$ cat config.mk
export PLATFORM = sky130hd
export DESIGN_NAME = uart_cmd_parser
export DESIGN_NICKNAME = d
export VERILOG_FILES = /design/src/rtl/uart_cmd_parser.sv
export SDC_FILE = /design/constraint.sdc
export NUM_CORES = 1
export LEC_CHECK = 0
export ABC_AREA = 1
export CAP_MARGIN = 10
export CORE_MARGIN = 8
export CORE_UTILIZATION = 57
export CTS_CLUSTER_DIAMETER = 150
export CTS_CLUSTER_SIZE = 14
export DETAILED_ROUTE_END_ITERATION = 6
export DONT_BUFFER_PORTS = 1
export PLACE_DENSITY = 0.8
export REMOVE_ABC_BUFFERS = 1
export SLEW_MARGIN = 15
export SYNTH_ARGS = -nofsm -noshare
export SYNTH_HDL_FRONTEND = slang
export SYNTH_SLANG_ARGS = --single-unit
$ cat constraint.sdc
create_clock -name clk -period 1.56 [get_ports clk]
set_input_delay 0.156 -clock clk [delete_from_list [all_inputs] [get_ports clk]]
set_output_delay 0.156 -clock clk [all_outputs]
set_load 0.005 [all_outputs]
$ cat src/rtl/uart_cmd_parser.sv
// Purpose : assembles "<letter>[blanks][hex digits]<CHAR_END>" lines from a UART byte stream into one decoded command.
// Latency : cmd_vld rises 1 cycle after the terminator transfers; err pulses 1 cycle after the offending byte.
// Backpr. : rdy_rx drops while a command waits for cmd_rdy (and, with echo, while an echo byte waits for tx_rdy).
//
// Ports:
//   clk, rstn          clock, asynchronous active-low reset
//   d_rx/vld_rx/rdy_rx byte input handshake from the UART receiver
//   cmd/arg/arg_cnt    decoded command letter (uppercase), right-aligned argument, digit count
//   cmd_vld/cmd_rdy    command output handshake
//   err                one-cycle pulse when a line is rejected
//   tx_d/tx_vld/tx_rdy echo of every accepted byte (only when UART_CMD_ECHO_EN is defined)
//
// Build option: define UART_CMD_ECHO_EN to add the echo port and logic.
module uart_cmd_parser #(
    parameter int         ARG_DIGITS = 8,
    parameter int         ARG_W      = 4 * ARG_DIGITS,
    parameter logic [7:0] CHAR_END   = 8'h0D
) (
    input  logic             clk,
    input  logic             rstn,
    input  logic [7:0]       d_rx,
    input  logic             vld_rx,
    output logic             rdy_rx,
    output logic [7:0]       cmd,
    output logic [ARG_W-1:0] arg,
    output logic [3:0]       arg_cnt,
    output logic             cmd_vld,
    input  logic             cmd_rdy,
    output logic             err
`ifdef UART_CMD_ECHO_EN
    ,
    output logic [7:0]       tx_d,
    output logic             tx_vld,
    input  logic             tx_rdy
`endif
);

    typedef enum logic [1:0] {IDLE, ARG, DONE, FLUSH} state_t;

    state_t state;
    state_t state_nxt;

    logic              take;
    logic              is_blank;
    logic              is_end;
    logic              is_upper;
    logic              is_lower;
    logic              is_letter;
    logic              is_dec;
    logic              is_hex_alpha;
    logic              is_hex;
    logic              digit_full;
    logic [3:0]        nibble;
    logic [7:0]        upper;
    logic [ARG_W+3:0]  shifted;
    logic              tx_vld_nxt;

    // Byte classification of the byte currently offered by the receiver.
    always_comb begin
        take         = vld_rx && rdy_rx;
        is_blank     = (d_rx == 8'h20) || (d_rx == 8'h0A);
        is_end       = (d_rx == CHAR_END);
        is_upper     = (d_rx >= 8'h41) && (d_rx <= 8'h5A);
        is_lower     = (d_rx >= 8'h61) && (d_rx <= 8'h7A);
        is_letter    = is_upper || is_lower;
        is_dec       = (d_rx >= 8'h30) && (d_rx <= 8'h39);
        is_hex_alpha = ((d_rx >= 8'h41) && (d_rx <= 8'h46)) ||
                       ((d_rx >= 8'h61) && (d_rx <= 8'h66));
        is_hex       = is_dec || is_hex_alpha;
        // 'A'/'a' have low nibble 1, so +9 maps A..F onto 10..15.
        nibble       = 4'h0;
        if (is_dec)
            nibble = d_rx[3:0];
        else if (is_hex_alpha)
            nibble = d_rx[3:0] + 4'd9;
        upper        = is_lower ? (d_rx & 8'hDF) : d_rx;
        // Concatenate then truncate so ARG_DIGITS=1 needs no special slice.
        shifted      = {arg, nibble};
        digit_full   = (arg_cnt == 4'(ARG_DIGITS));
    end

    // Next-state decode; shared by the state register, err and the registered rdy_rx.
    always_comb begin
        state_nxt = state;
        case (state)
            IDLE: begin
                if (take && !is_end && !is_blank)
                    state_nxt = is_letter ? ARG : FLUSH;
            end
            ARG: begin
                if (take) begin
                    if (is_end)
                        state_nxt = DONE;
                    else if (is_blank || (is_hex && !digit_full))
                        state_nxt = ARG;
                    else
                        state_nxt = FLUSH;
                end
            end
            DONE: begin
                if (cmd_vld && cmd_rdy)
                    state_nxt = IDLE;
            end
            FLUSH: begin
                if (take && is_end)
                    state_nxt = IDLE;
            end
            default: state_nxt = IDLE;
        endcase
    end

`ifdef UART_CMD_ECHO_EN
    // rdy_rx is held low while an echo is pending, so a new byte can only
    // be taken when the echo slot is (or is about to be) empty.
    always_comb begin
        tx_vld_nxt = tx_vld;
        if (take)
            tx_vld_nxt = 1'b1;
        else if (tx_vld && tx_rdy)
            tx_vld_nxt = 1'b0;
    end

    always_ff @(posedge clk or negedge rstn) begin
        if (!rstn) begin
            tx_vld <= 1'b0;
            tx_d   <= 8'h00;
        end else begin
            tx_vld <= tx_vld_nxt;
            if (take)
                tx_d <= d_rx;
        end
    end
`else
    always_comb tx_vld_nxt = 1'b0;
`endif

    always_ff @(posedge clk or negedge rstn) begin
        if (!rstn) begin
            state   <= IDLE;
            rdy_rx  <= 1'b0;
            cmd     <= 8'h00;
            arg     <= '0;
            arg_cnt <= 4'h0;
            cmd_vld <= 1'b0;
            err     <= 1'b0;
        end else begin
            state  <= state_nxt;
            rdy_rx <= (state_nxt != DONE) && !tx_vld_nxt;
            // Only entering FLUSH from a parsing state is an error; staying in FLUSH is silent.
            err    <= ((state == IDLE) || (state == ARG)) && (state_nxt == FLUSH);
            case (state)
                IDLE: begin
                    if (state_nxt == ARG) begin
                        cmd     <= upper;
                        arg     <= '0;
                        arg_cnt <= 4'h0;
                    end
                end
                ARG: begin
                    if (state_nxt == DONE) begin
                        cmd_vld <= 1'b1;
                    end else if (take && is_hex && (state_nxt == ARG)) begin
                        arg     <= shifted[ARG_W-1:0];
                        arg_cnt <= arg_cnt + 4'd1;
                    end
                end
                DONE: begin
                    if (cmd_vld && cmd_rdy)
                        cmd_vld <= 1'b0;
                end
                default: ;
            endcase
        end
    end

endmodule
==> reports/qor_table.md <==
| Result | Reported |
|---|---|
| Outcome | finished, violations left |
| Violated checks | negative setup slack |
| Antenna violations before repair | 0 |
| Final sum of negative setup slack | -6.93 ns |
| Drt initial violations | 151 |
| Average size of a mapped cell | 7.11 um2 |
| Top-level port count | 59 |
| Crit path kind | reg -> out |
| Top cell types by occurrence after synthesis | sky130_fd_sc_hd__nand2_1, sky130_fd_sc_hd__inv_1, sky130_fd_sc_hd__dfrtp_1 |
| Max Slew Vio Count | 0 |
| Vias | 2,526 |
| Worst reg-to-reg path cell count | 9 |
| CTS Sinks | 49 |
| Max-slew headroom | 0.743 |
| Level count of the clock H-tree | 2 |
| Data required time of the worst path | 1.40 ns |
| Ys async rst share | 1.00 |
| Area Growth Syn to Fin | 29.1% |
| Layer with the highest usage | met2 |
| Fraction of power consumed by the clock network | 0.153 |
| Leftover overflow at the end of global routing | 0 |
| Clock tree from TritonCTS | built |
| Number of synthesized flops with an enable pin | 0 |
| Placement row count | 25 |
| Cell at the root of the clock tree | sky130_fd_sc_hd__clkbuf_8 |
| Minimum clock period | 1.80 ns |
| Global Route Usage Sum | 0.191 |
| Number of failing hold endpoints at the final stage | 0 |
| Arrival @ worst endpoint | 1.64 ns |
| Largest area contributor in the synthesized netlist | sky130_fd_sc_hd__dfrtp_1 |
| Clock input transition at the sequential cells of the worst setup and hold paths | 0.09 ns |
| Number of unique standard cell types used by synthesis | 33 |
| Number of input and output port buffers inserted | 0 |
| RSZ-0062 raised after global routing | yes |
| Internal Power | 2910 uW |
| Worst-path cell with the longest stage delay | sky130_fd_sc_hd__dfrtp_1 |
| Routed length per placed instance | 14.8 um |
| Routed wire length | 7370 um |
| Cell Area, Synth | 2760 um2 |
| Switching power as a share of total power | 0.405 |
| Average vias per placed instance | 5.07 |
| Timing-limited maximum frequency | 556 MHz |
| Finished Cell Area | 3560 um2 |
| Synth warn | 0 |
| First-pass GRT wire length | 11,300 um |
| Final critical-path setup slack | -0.240 ns |
| Critical path's most frequent cell | sky130_fd_sc_hd__buf_4 |
| Longest Clk Path Bufs | 2 |
| Ordered cell list for the critical path | buf_4, buf_4, buf_4, buf_4, buf_4, buf_6, buf_6, buf_6 |
| Ratio of final minimum period to clock period | 1.15 |
| Worst-case clock skew | 0.00698 ns |
| Max incr delay on CP | 0.42 ns |
| Core Area | 4690 um2 |
| Nets | 461 |
| Peak supply drop | 0.000991 V |
| Source-to-sink clock delay at the later pin of the worst-skew pair | 0.30 ns |
| Vias in the first global route | 2,351 |
| Total CTS buffers | 5 |
| Switching power | 1990 uW |
| Transition at the pin with the smallest max-transition slack | 0.386 ns |
| Met3 layer usage reported by global route | 0.0420 |
| Antenna Diode Count | 0 |
| Die span in x | 85.6 um |
| Primary flip-flop cell chosen by synthesis mapping | sky130_fd_sc_hd__dfrtp_1 |
| Critical path launch point type | flop |
| Largest net degree at the start of global routing | 50 |
| Global placer's final weighted congestion | 1.03 |
| Setup violators final | 42 |
| Post-route DRC violation count | 0 |
| Main area contributors after synthesis | sky130_fd_sc_hd__dfrtp_1, sky130_fd_sc_hd__nand2_1, sky130_fd_sc_hd__inv_1, sky130_fd_sc_hd__nor2_1, sky130_fd_sc_hd__ha_1 |
| DPL Wire Length | 4510 um |
| Type of element capturing the critical path | output port |
| Placed standard-cell area | 2990 um2 |
| Die height | 85.6 um |
| Fraction of final layout cells with drive strength greater than 1 | 0.255 |
| Total power | 4900 uW |
| Met2 usage in global routing | 0.321 |
| Synthesis-stage register bit count | 49 |
| Final worst hold slack | 0.140 ns |
| GRT met1 Usage | 0.233 |
| Die area | 7320 um2 |
| Flop2flop setup slack | -0.19 ns |
| Type of the tightest min-delay check | in -> reg |
| Number of cells on the worst hold path | 4 |
| Leakage power of the design | 0.00187 uW |
| Logic gate share of total power | 0.493 |
| Dpl cells | 459 |
| Dominant cell by count in the synthesized netlist | sky130_fd_sc_hd__nand2_1 |
| Sequential share of the synthesized area | 0.444 |
| Number of nets still failing antenna checks after routing | 0 |
| Synthesized netlist cell count | 388 |
| Number of iterations in the first detailed-routing pass | 5 |
| Seq pwr share | 0.354 |
| Pwr per Cell Area | 1380 nW/um2 |
| Starting utilization of the core area | 0.588 |
| Final Non-Filler Cells | 498 |
| Share of the synthesized area in the top cell type | 0.444 |
| Max-Cap Viols | 0 |
| Worst-path fanout max | 2 |
==> final timing paths <==
check	to	from
worst max-delay path	rdy_rx	rdy_rx
worst min-delay path	arg[1]	d_rx[1]
worst max register to register	arg[27]	rdy_rx
worst min register to register	cmd[7]	cmd[7]
max in group asynchronous	cmd[3]	rstn
min in group asynchronous	arg_cnt[2]	rstn
==> critical path: cells and delay by family, from the launching register on <==
kind,cells,cell delay (ns)
DFF,1,0.42
buffers and inverters,8,0.93
==> routing by layer <==
metal,up-vias,wire length [um]
li1,1262,-
met1,1162,2990
met2,82,3690
met3,20,510
met4,0,185
met5,-,0
==> power groups by stage <==
stage | clock (uW) | sequential (uW) | combinational (uW)
finish | 750 | 1730 | 2420
global placement | 0 | 1740 | 1510
detailed placement | 0 | 1740 | 1550
floorplan | 0 | 1740 | 976
CTS | 769 | 1720 | 1800
global route | 799 | 1770 | 2630
==> metrics by stage <==
stage	util	setup WS, ns
after CTS	0.699	-0.150
after floorplan	-	-0.376
final	0.759	-0.240
after global routing	0.759	-0.306
after global placement	0.638	-0.329
after detailed placement	0.638	-0.415
==> flip-flops by register name, indices dropped and copies added, names as in the netlist <==
name,cells
arg_cnt,4
cmd,8
rdy_rx,1
state,2
err,1
arg,32
cmd_vld,1
==> layout by cell type (no fill, tap or decap), types with 2 or more instances in the layout <==
master,instances
sky130_fd_sc_hd__nand3_4,2
sky130_fd_sc_hd__buf_12,3
sky130_fd_sc_hd__nor2_4,7
sky130_fd_sc_hd__inv_1,51
sky130_fd_sc_hd__buf_4,34
sky130_fd_sc_hd__o21ai_0,2
sky130_fd_sc_hd__nand2_4,3
sky130_fd_sc_hd__nand4_1,3
sky130_fd_sc_hd__dlygate4sd3_1,6
sky130_fd_sc_hd__o21ai_4,2
sky130_fd_sc_hd__nor3_1,4
sky130_fd_sc_hd__clkbuf_8,5
sky130_fd_sc_hd__nor2_2,4
sky130_fd_sc_hd__ha_1,6
sky130_fd_sc_hd__nand2_1,140
sky130_fd_sc_hd__a21oi_1,5
sky130_fd_sc_hd__xor2_1,2
sky130_fd_sc_hd__buf_6,13
sky130_fd_sc_hd__nand2_2,24
sky130_fd_sc_hd__nand3_1,10
sky130_fd_sc_hd__dfrtp_1,49
sky130_fd_sc_hd__nor2_1,44
sky130_fd_sc_hd__inv_2,6
==> kinds of logic after synthesis <==
kind of cell	count (synthesis)	synth area share
simple gates	242	0.365
compound gates	16	0.0422
buf+inv	72	0.112
flops	49	0.444
xor+xnor	3	0.00952
fa+ha+maj	6	0.0272
==> repair_timing <==
item                       in CTS  in global routing
hold buffers                    7                  0
hold endpoints to repair       54                  0
cloned                          3                  1
resized for setup              15                 42
buffers inserted                5                 16
pin swaps                      10                 25
setup endpoints to repair      44                 47
==> final cells by class <==
cell class / count / area, um2
inverters: 59 / 225
well taps: 54 / 67.6
flip-flops and latches: 49 / 1230
fillers: 358 / 1130
clock inverters: 2 / 13.8
clock buffers: 6 / 72.6
repair buffers: 57 / 549
multi-input cells: 271 / 1410
No activity file was read; power rests on OpenSTA's default activity.
